$ cat config.mk
export PLATFORM = sky130hd
export DESIGN_NAME = spr_dma_ctrl
export DESIGN_NICKNAME = d
export VERILOG_FILES = /design/src/rtl/nes_pkg.sv /design/src/rtl/spr_dma_ctrl.sv
export SDC_FILE = /design/constraint.sdc
export NUM_CORES = 1
export LEC_CHECK = 0
export BUFFER_PORTS_ARGS = -buffer_cell sky130_fd_sc_hd__buf_2
export CAP_MARGIN = 20
export CELL_PAD_IN_SITES_DETAIL_PLACEMENT = 1
export CELL_PAD_IN_SITES_GLOBAL_PLACEMENT = 1
export CORE_UTILIZATION = 30
export DETAILED_ROUTE_END_ITERATION = 10
export HOLD_SLACK_MARGIN = 0.03
export PLACE_DENSITY_LB_ADDON = 0.1
export SYNTH_ARGS = -nofsm -noshare
export SYNTH_HDL_FRONTEND = slang
export SYNTH_SLANG_ARGS = --single-unit
$ cat constraint.sdc
create_clock -name i_clk -period 5.96 [get_ports i_clk]
set_clock_uncertainty 0.1 [all_clocks]
set_input_delay 0.596 -clock i_clk [delete_from_list [all_inputs] [get_ports i_clk]]
set_output_delay 0.596 -clock i_clk [all_outputs]
set_load 0.01 [all_outputs]
$ cat src/rtl/nes_pkg.sv
// Shared NES CPU-bus constants and the sprite DMA state encoding.
// Imported by the DMA initiator and its bench.
package nes_pkg;

  localparam logic [15:0] OAMDMA_ADDR  = 16'h4014;
  localparam logic [15:0] OAMDATA_ADDR = 16'h2004;

  typedef enum logic [1:0] {
    IDLE  = 2'd0,
    ALIGN = 2'd1,
    READ  = 2'd2,
    WRITE = 2'd3
  } dma_state_t;

endpackage

$ cat src/rtl/spr_dma_ctrl.sv
// Sprite OAM DMA: snoops $4014 writes, then copies page $XX00-$XXFF to $2004 as read/write pairs.
// All outputs are registered; a non-granted cycle freezes state, index, data and outputs.
module spr_dma_ctrl #(
  parameter logic [15:0] OAMDMA_ADDR  = nes_pkg::OAMDMA_ADDR,
  parameter logic [15:0] OAMDATA_ADDR = nes_pkg::OAMDATA_ADDR
) (
  input  logic        i_clk,
  input  logic        i_rstn,
  input  logic [15:0] i_bus_addr,
  input  logic        i_bus_wn,
  input  logic [7:0]  i_bus_wdata,
  output logic        o_spr_req,
  input  logic        i_spr_gnt,
  output logic [15:0] o_spr_addr,
  output logic        o_spr_wn,
  output logic [7:0]  o_spr_wdata,
  input  logic [7:0]  i_spr_rdata,
  output logic        o_dma_busy
);
  import nes_pkg::*;

  dma_state_t  state_q, state_d;
  logic [7:0]  page_q, page_d;
  logic [7:0]  idx_q, idx_d;
  logic [7:0]  data_q, data_d;
  logic [1:0]  align_q, align_d;
  logic        parity_q, parity_d;
  logic        req_q, req_d;
  logic        busy_q, busy_d;
  logic [15:0] addr_q, addr_d;
  logic        wn_q, wn_d;
  logic [7:0]  wdata_q, wdata_d;

  always_comb begin
    state_d  = state_q;
    page_d   = page_q;
    idx_d    = idx_q;
    data_d   = data_q;
    align_d  = align_q;
    parity_d = ~parity_q;

    case (state_q)
      IDLE: begin
        if (!i_bus_wn && (i_bus_addr == OAMDMA_ADDR)) begin
          page_d  = i_bus_wdata;
          idx_d   = 8'h00;
          // an odd-cycle trigger costs one extra dummy read to realign
          align_d = parity_q ? 2'd2 : 2'd1;
          state_d = ALIGN;
        end
      end
      ALIGN: begin
        if (i_spr_gnt) begin
          align_d = align_q - 2'd1;
          if (align_q == 2'd1) state_d = READ;
        end
      end
      READ: begin
        if (i_spr_gnt) begin
          data_d  = i_spr_rdata;
          state_d = WRITE;
        end
      end
      WRITE: begin
        if (i_spr_gnt) begin
          idx_d   = idx_q + 8'd1;
          state_d = (idx_q == 8'hFF) ? IDLE : READ;
        end
      end
      default: state_d = IDLE;
    endcase
  end

  // Outputs decode the next state so they appear as flops aligned with state_q.
  always_comb begin
    req_d   = (state_d != IDLE);
    busy_d  = (state_d != IDLE);
    addr_d  = 16'h0000;
    wn_d    = 1'b1;
    wdata_d = 8'h00;
    case (state_d)
      ALIGN:   addr_d = OAMDATA_ADDR;
      READ:    addr_d = {page_d, idx_d};
      WRITE: begin
        addr_d  = OAMDATA_ADDR;
        wn_d    = 1'b0;
        wdata_d = data_d;
      end
      default: ;
    endcase
  end

  always_ff @(posedge i_clk or negedge i_rstn) begin
    if (!i_rstn) begin
      state_q  <= IDLE;
      page_q   <= 8'h00;
      idx_q    <= 8'h00;
      data_q   <= 8'h00;
      align_q  <= 2'd0;
      parity_q <= 1'b0;
      req_q    <= 1'b0;
      busy_q   <= 1'b0;
      addr_q   <= 16'h0000;
      wn_q     <= 1'b1;
      wdata_q  <= 8'h00;
    end else begin
      state_q  <= state_d;
      page_q   <= page_d;
      idx_q    <= idx_d;
      data_q   <= data_d;
      align_q  <= align_d;
      parity_q <= parity_d;
      req_q    <= req_d;
      busy_q   <= busy_d;
      addr_q   <= addr_d;
      wn_q     <= wn_d;
      wdata_q  <= wdata_d;
    end
  end

  assign o_spr_req   = req_q;
  assign o_dma_busy  = busy_q;
  assign o_spr_addr  = addr_q;
  assign o_spr_wn    = wn_q;
  assign o_spr_wdata = wdata_q;

endmodule

==> reports/metrics.yaml, run 1 <==
cts:
  numCtsBuffers: 5
  cts_max_path_buffers: 2
  clk_latency_ns: 0.31
  cts-htree-levels: 2
  cts_hold_buf: 0
  cts_root_buffer: "clkbuf_8"
  cts_tree: "yes"
  clk_pin_slew_ns: 0.10
  post_cts_resized: 0
  post-cts-setup-buffers: 0
  clkSinkCount: 55
detailed_routing:
  drt_iter0_drc: 57
  dr.pass1.iters: 4
  wire_per_inst_um: 14.3
  vias_per_cell: 4.75
  drc: 0
  antenna_left: 0
  via_count: 1890
  drt_wl_total_um: 5700
worst_setup_path:
  cpMaxStageDelayCell: "a32oi_1"
  crit_path_frequent_cell: "a21oi_1"
  end_kind: "flop"
  critPathKind: "reg2reg"
  cp_top_family: "compound AO/OA/AOI/OAI gates"
  crit_path_start_kind: "flop"
  max_stage_delay_ns: 0.68
  crit_chain: "inv_1 > ha_1 > and2_1 > a221oi_1 > a21oi_1 > a32oi_1 > a21oi_1"
  cp.required_ns: 6.01
  arrival_ns: 2.83
  crit_buf_inv: 1
  critPathMaxFanout: 10
yosys:
  yosysMostFrequentCell: "dfrtp_1"
  ys.flop_type: "dfrtp_1"
  yosys.area_share.adder_pct: 3.56
  async_flop_share_pct: 100
  ys_ff_latch: 55
  synth_warnings: 0
  synthTopCellsByCount: "54 x dfrtp_1, 27 x a21oi_1, 27 x nand2_1"
  syn_inst: 235
  synth_nets: 278
  synth_top_family_by_area: "simple AND/OR/NAND/NOR gates"
  seq_area_frac_synth_pct: 56.0
  synthDistinctLibCells: 39
  synth_edf_count: 0
  syn_area_mm2: 0.00246
  synth_top_area_cell: "dfrtp_1"
  synthMuxAreaShare_pct: 4.94
  ys_top_cells_by_area: "dfrtp_1 55%, a21oi_1 5.5%, mux2_2 4.1%, nand2_1 4.1%, ha_1 3.6%"
  synth_xor_xnor_area_share_pct: 0
  synth_compound_area_share_pct: 14.5
  synth.avg_cell_area_um2: 10.5
  synth_top_area_share_pct: 55.0
  synthSimpleGateAreaFrac_pct: 17.0
run_status:
  status: "finished, final reports clean"
placement:
  dpl-instance-area_mm2: 0.00286
  dp_hpwl_um: 4010
  gp_congestion: 0.734
  port_buffers: 62
timing:
  max_slew.worst_pin.slew_ns: 0.875
  slew_violations: 0
  finalCritPeriodShare_pct: 46.7
  fin_tns_setup_ns: 0
  relSlewSlack_pct: 41.7
  max_freq_mhz: 359
  setup_viol: 0
  holdWs_ns: 0.301
  period_minus_slack_ns: 2.78
  hold_violations: 0
  rsz0062_at_grt: "no"
worst_hold_path:
  hp-class: "in2async"
cells_and_area:
  diodes: 0
  fin_area_mm2: 0.00297
  postLayoutCoreUtil_pct: 38.0
  multi_input_area_um2: 983
  nFillCells: 926
  drive_above_1_share_pct: 27.7
  syn_to_final_growth_pct: 20.6
  seqCellArea_mm2: 0.00138
  final_nets: 338
grt:
  grt_max_degree: 56
  grt_util_met2_pct: 24.6
  grt_usage_pct: 14.2
  grt.busiest_layer: "met2"
  grt_pass1_vias: 1953
  antenna_found_initial: 0
  grt_overflow: 0
  grt_pass1_wl_um: 9360
  met1_usage_pct: 17.5
  grt_use_met3_pct: 3.12
floorplanning:
  coreArea_mm2: 0.00781
  rows: 32
  die_area_mm2: 0.00856
  die_h_um: 92.5
  pin_count: 63
  start_util_pct: 31.5
  dieWidth_um: 92.5
pwr:
  leakage_nw: 1.58
  power_density_mw_per_mm2: 316
  ir_drop_v: 0.000123
run:
  cap_viol_max_count: 0
[worst reg2reg max path: cells and delay by family, from the launching register on]
| family | cells | cell delay [ns] |
|---|---|---|
| buffers and inverters | 1 | 0.13 |
| flip-flops | 1 | 0.46 |
| AND/OR/NAND/NOR | 1 | 0.23 |
| AO/OA/AOI/OAI | 4 | 1.39 |
| adder cells (fa/ha/maj) | 1 | 0.32 |
[cell families after synthesis]
kind of cell | count (synthesis)
buf+inv | 23
simple gates | 79
flops | 55
fa+ha+maj | 7
compound gates | 60
mux | 11
[worst paths after layout]
kind                                            from                        to  slack, ns  depth (start not counted)
worst min-delay path                          i_rstn        parity_q$_DFF_PN0_       0.30                          2
worst max register to register  state_q[1]$_DFF_PN0_  o_spr_wdata[0]$_DFF_PN0_       3.18                          7
max in group asynchronous                     i_rstn   o_spr_addr[3]$_DFF_PN0_       4.98                          2
worst max-delay path            state_q[1]$_DFF_PN0_  o_spr_wdata[0]$_DFF_PN0_       3.18                          7
min in group i_clk                parity_q$_DFF_PN0_        parity_q$_DFF_PN0_       0.33                          1
worst min register to register    parity_q$_DFF_PN0_        parity_q$_DFF_PN0_       0.33                          1
[flip-flops by register name (all words and copies together) (netlist names), 2 cells and up]
signal / count
page_q: 8
idx_q: 8
state_q: 2
o_spr_addr: 16
align_q: 2
data_q: 8
o_spr_wdata: 8
[metrics by stage]
stage | total power, mW | cells | setup WS [ns]
CTS | 0.954 | 398 | 3.11
detailed placement | 0.698 | 390 | 3.12
global route | 0.999 | 398 | 2.89
finish | 0.938 | 398 | 3.18
global placement | 0.694 | 390 | 3.08
floorplan | 0.617 | 235 | 3.63
[cells in the final DEF, fill, tap and decap left out, drive strengths merged, types with 2 or more instances in the layout]
cell,n
nor4b,3
o21ai,15
nand2,27
inv,13
a21o,4
a31oi,2
ha,7
a221oi,2
nor2b,9
and4,2
o211a,2
a21oi,27
dfrtp,54
nand4,3
o21a,2
nor2,12
mux2i,2
and2b,3
nand2b,5
mux2,9
clkbuf,6
nand3,9
buf,63
[routing by layer]
metal / routed length (um) / vias to the layer above
li1: - / 926
met1: 2610 / 929
met2: 2840 / 30
met3: 187 / 5
met4: 65 / 0
met5: 0 / -
[power breakdown]
group	total, mW	switching [mW]	internal, mW
combinational	0.243	0.155	0.0882
sequential	0.444	0.0253	0.419
clock	0.252	0.126	0.126
total	0.938	0.306	0.632
[cell type report]
class | count | area share [%]
clock buffers | 6 | 2.45
clock inverters | 2 | 1.27
inverters | 13 | 1.65
multi-input cells | 157 | 33.2
flip-flops and latches | 55 | 46.5
well taps | 102 | 4.30
repair buffers | 63 | 10.7
Power figures use the tool's default switching activity.
==> inputs of run 2 (changes only) <==
--- a/config.mk
+++ b/config.mk
@@ -5,6 +5,7 @@
 export SDC_FILE = /design/constraint.sdc
 export NUM_CORES = 1
 export LEC_CHECK = 0
+export ABC_AREA = 1
 export BUFFER_PORTS_ARGS = -buffer_cell sky130_fd_sc_hd__buf_2
 export CAP_MARGIN = 20
 export CELL_PAD_IN_SITES_DETAIL_PLACEMENT = 1
==> constraint.sdc (replaced) <==
create_clock -name i_clk -period 2.55 [get_ports i_clk]
set_clock_uncertainty 0.1 [all_clocks]
set_input_delay 0.255 -clock i_clk [delete_from_list [all_inputs] [get_ports i_clk]]
set_output_delay 0.255 -clock i_clk [all_outputs]
set_load 0.01 [all_outputs]
==> reports/metrics.yaml, run 2 <==
cts:
  clk_latency_ns: 0.31  # about the same
  cts_tree: "yes"  # unchanged
  cts_hold_buf: 1  # was 0
  clkSinkCount: 55  # unchanged
  cts_root_buffer: "clkbuf_8"  # unchanged
  cts-htree-levels: 2  # unchanged
  post-cts-setup-buffers: 0  # unchanged
  cts_max_path_buffers: 2  # unchanged
  numCtsBuffers: 5  # unchanged
  post_cts_resized: 0  # unchanged
  clk_pin_slew_ns: 0.11  # was 0.10 ns
worst_setup_path:
  r2r_cells: 7  # unchanged
  end_kind: "flop"  # unchanged
  arrival_ns: 2.04  # was 2.83 ns
  cp.required_ns: 2.70  # was 6.01 ns
  critPathKind: "reg2reg"  # unchanged
  crit_path_start_kind: "flop"  # unchanged
  critPathMaxFanout: 7  # was 10
timing:
  max_freq_mhz: 527  # was 359 MHz
  max_slew.worst_pin.slew_ns: 0.452  # was 0.875 ns
  fin_tns_setup_ns: 0  # unchanged
  rsz0062_at_grt: "no"  # unchanged
  relSlewSlack_pct: 69.8  # was 41.7%
  period_minus_slack_ns: 1.90  # was 2.78 ns
  final.setup.worst_slack_ns: 0.651  # was 3.18 ns
  hold_violations: 0  # unchanged
  setup_viol: 0  # unchanged
  holdWs_ns: 0.0568  # was 0.301 ns
  slew_violations: 0  # unchanged
  finalCritPeriodShare_pct: 74.5  # was 46.7%
yosys:
  synth_warnings: 0  # unchanged
  ys_ff_latch: 55  # unchanged
  synth_top_area_cell: "dfrtp_1"  # unchanged
  synth_top_area_share_pct: 53.5  # was 55.0%
  async_flop_share_pct: 100  # unchanged
  synth.avg_cell_area_um2: 9.01  # was 10.5 um^2
  synth_nets: 323  # was 278
  ys.flop_type: "dfrtp_1"  # unchanged
  syn_inst: 280  # was 235
  yosysMostFrequentCell: "nand2_1"  # was dfrtp_1
  syn_area_mm2: 0.00252  # was 0.00246 mm^2
  ys_top_cells_by_area: "dfrtp_1 54%, nand2_1 10%, inv_1 6.5%, nor2_1 4.3%, ha_1 3.5%"  # was dfrtp_1 55%, a21oi_1 5.5%, mux2_2 4.1%, nand2_1 4.1%, ha_1 3.6%
  synthDistinctLibCells: 26  # was 39
  seq_area_frac_synth_pct: 54.6  # was 56.0%
  synth_edf_count: 0  # unchanged
  synthTopCellsByCount: "67 x nand2_1, 54 x dfrtp_1, 44 x inv_1"  # was 54 x dfrtp_1, 27 x a21oi_1, 27 x nand2_1
floorplanning:
  start_util_pct: 30.9  # was 31.5%
  rows: 33  # was 32
  coreArea_mm2: 0.00818  # was 0.00781 mm^2
  die_area_mm2: 0.00878  # was 0.00856 mm^2
  pin_count: 63  # unchanged
  dieWidth_um: 93.7  # was 92.5 um
  die_h_um: 93.7  # was 92.5 um
placement:
  dp_hpwl_um: 4120  # was 4010 um
  post-place-ws_ns: 0.660  # was 3.12 ns
  dp_cells: 445  # was 390
  dpl-instance-area_mm2: 0.00295  # was 0.00286 mm^2
  gp_congestion: 0.742  # was 0.734
  port_buffers: 62  # unchanged
worst_hold_path:
  hold_depth: 3
  hp-class: "in2reg"  # was in2async
grt:
  grt_pass1_vias: 2029  # was 1953
  grt_usage_pct: 13.7  # was 14.2%
  grt_overflow: 0  # unchanged
  grt_pass1_wl_um: 9400  # was 9360 um
  grt_max_degree: 22  # was 56
  antenna_found_initial: 0  # unchanged
cells_and_area:
  drive_above_1_share_pct: 29.2  # was 27.7%
  final_nets: 391  # was 338
  fin_area_mm2: 0.00305  # was 0.00297 mm^2
  postLayoutCoreUtil_pct: 37.3  # was 38.0%
  final_common_cell: "nand2_1"  # was buf_2
  nFillCells: 992  # was 926
  diodes: 0  # unchanged
  final_cell_mix: "67 x nand2_1, 62 x buf_2, 54 x dfrtp_1"  # was 62 x buf_2, 54 x dfrtp_1, 27 x a21oi_1, 27 x nand2_1, 14 x o21ai_0
  finish.cell_count_without_fillers: 454  # was 398
  largest_register_ffs: 16  # unchanged
  syn_to_final_growth_pct: 21.0  # was 20.6%
run:
  cap_viol_max_count: 0  # unchanged
pwr:
  finalPower_mw: 2.71  # was 0.938 mW
  leakage_nw: 1.71  # was 1.58 nW
  power_density_mw_per_mm2: 887  # was 316 mW/mm^2
  ir_drop_v: 0.000273  # was 0.000123 V
detailed_routing:
  drc: 0  # unchanged
  wire_per_inst_um: 11.9  # was 14.3 um
  vias_per_cell: 4.34  # was 4.75
  antenna_left: 0  # unchanged
  drt_wl_total_um: 5390  # was 5700 um
  drt_iter0_drc: 66  # was 57
  dr.pass1.iters: 4  # unchanged
  via_count: 1971  # was 1890
run_status:
  status: "finished, final reports clean"  # unchanged
-- run 2: logic make-up after synthesis --
logic type      after synthesis  synth area share (%)
simple gates                131                  24.3
flops                        55                  54.6
buf+inv                      50                  8.18
compound gates               36                  9.07
fa+ha+maj                     7                  3.47
xor+xnor                      1                 0.347
-- run 2: final timing paths --
kind                                           endpoint                 start  slack [ns]
worst max register to register  o_spr_addr[1]$_DFF_PN0_  state_q[0]$_DFF_PN0_        0.65
worst min register to register       parity_q$_DFF_PN0_    parity_q$_DFF_PN0_        0.32
worst min-delay path                page_q[5]$_DFF_PN0_        i_bus_wdata[5]        0.06
max in group asynchronous            o_spr_wn$_DFF_PN1_                i_rstn        1.38
min in group asynchronous       o_spr_addr[5]$_DFF_PN0_                i_rstn        0.30
worst max-delay path            o_spr_addr[1]$_DFF_PN0_  state_q[0]$_DFF_PN0_        0.65
-- run 2: metal layers --
| layer | global-route usage [%] | vias up | part of all wire [%] |
|---|---|---|---|
| met3 | 2.99 | 4 | 5.0 |
| met1 | 18.0 | 920 | 48 |
| met5 | 0 | - | 0 |
| met4 | 3.85 | 0 | 1.1 |
| li1 | - | 1001 | - |
| met2 | 22.8 | 46 | 46 |
-- run 2: power breakdown --
group / switching [mW] / internal [mW] / leakage (nW)
combinational: 0.704 / 0.336 / 0.947
sequential: 0.0839 / 1.07 / 0.718
clock: 0.311 / 0.204 / 0.0467
total: 1.10 / 1.61 / 1.71
-- run 2: area by class of cell --
| type | count | area (um^2) | share of cell area, % |
|---|---|---|---|
| Sequential cell | 55 | 1380 | 45.1 |
| Multi-Input combinational cell | 175 | 940 | 30.8 |
| Clock buffer | 5 | 68.8 | 2.25 |
| Timing Repair Buffer | 65 | 335 | 11.0 |
| Tap cell | 105 | 131 | 4.30 |
| Clock inverter | 3 | 27.5 | 0.902 |
| Inverter | 46 | 173 | 5.66 |
-- run 2: worst max-delay path: stages, from the launching register on --
cell and delay, ns:
dfrtp_1 0.47, inv_1 0.12, ha_1 0.35, nor2_1 0.30, inv_1 0.10, nor2_1 0.09, o21ai_0 0.15, a21oi_2 0.16
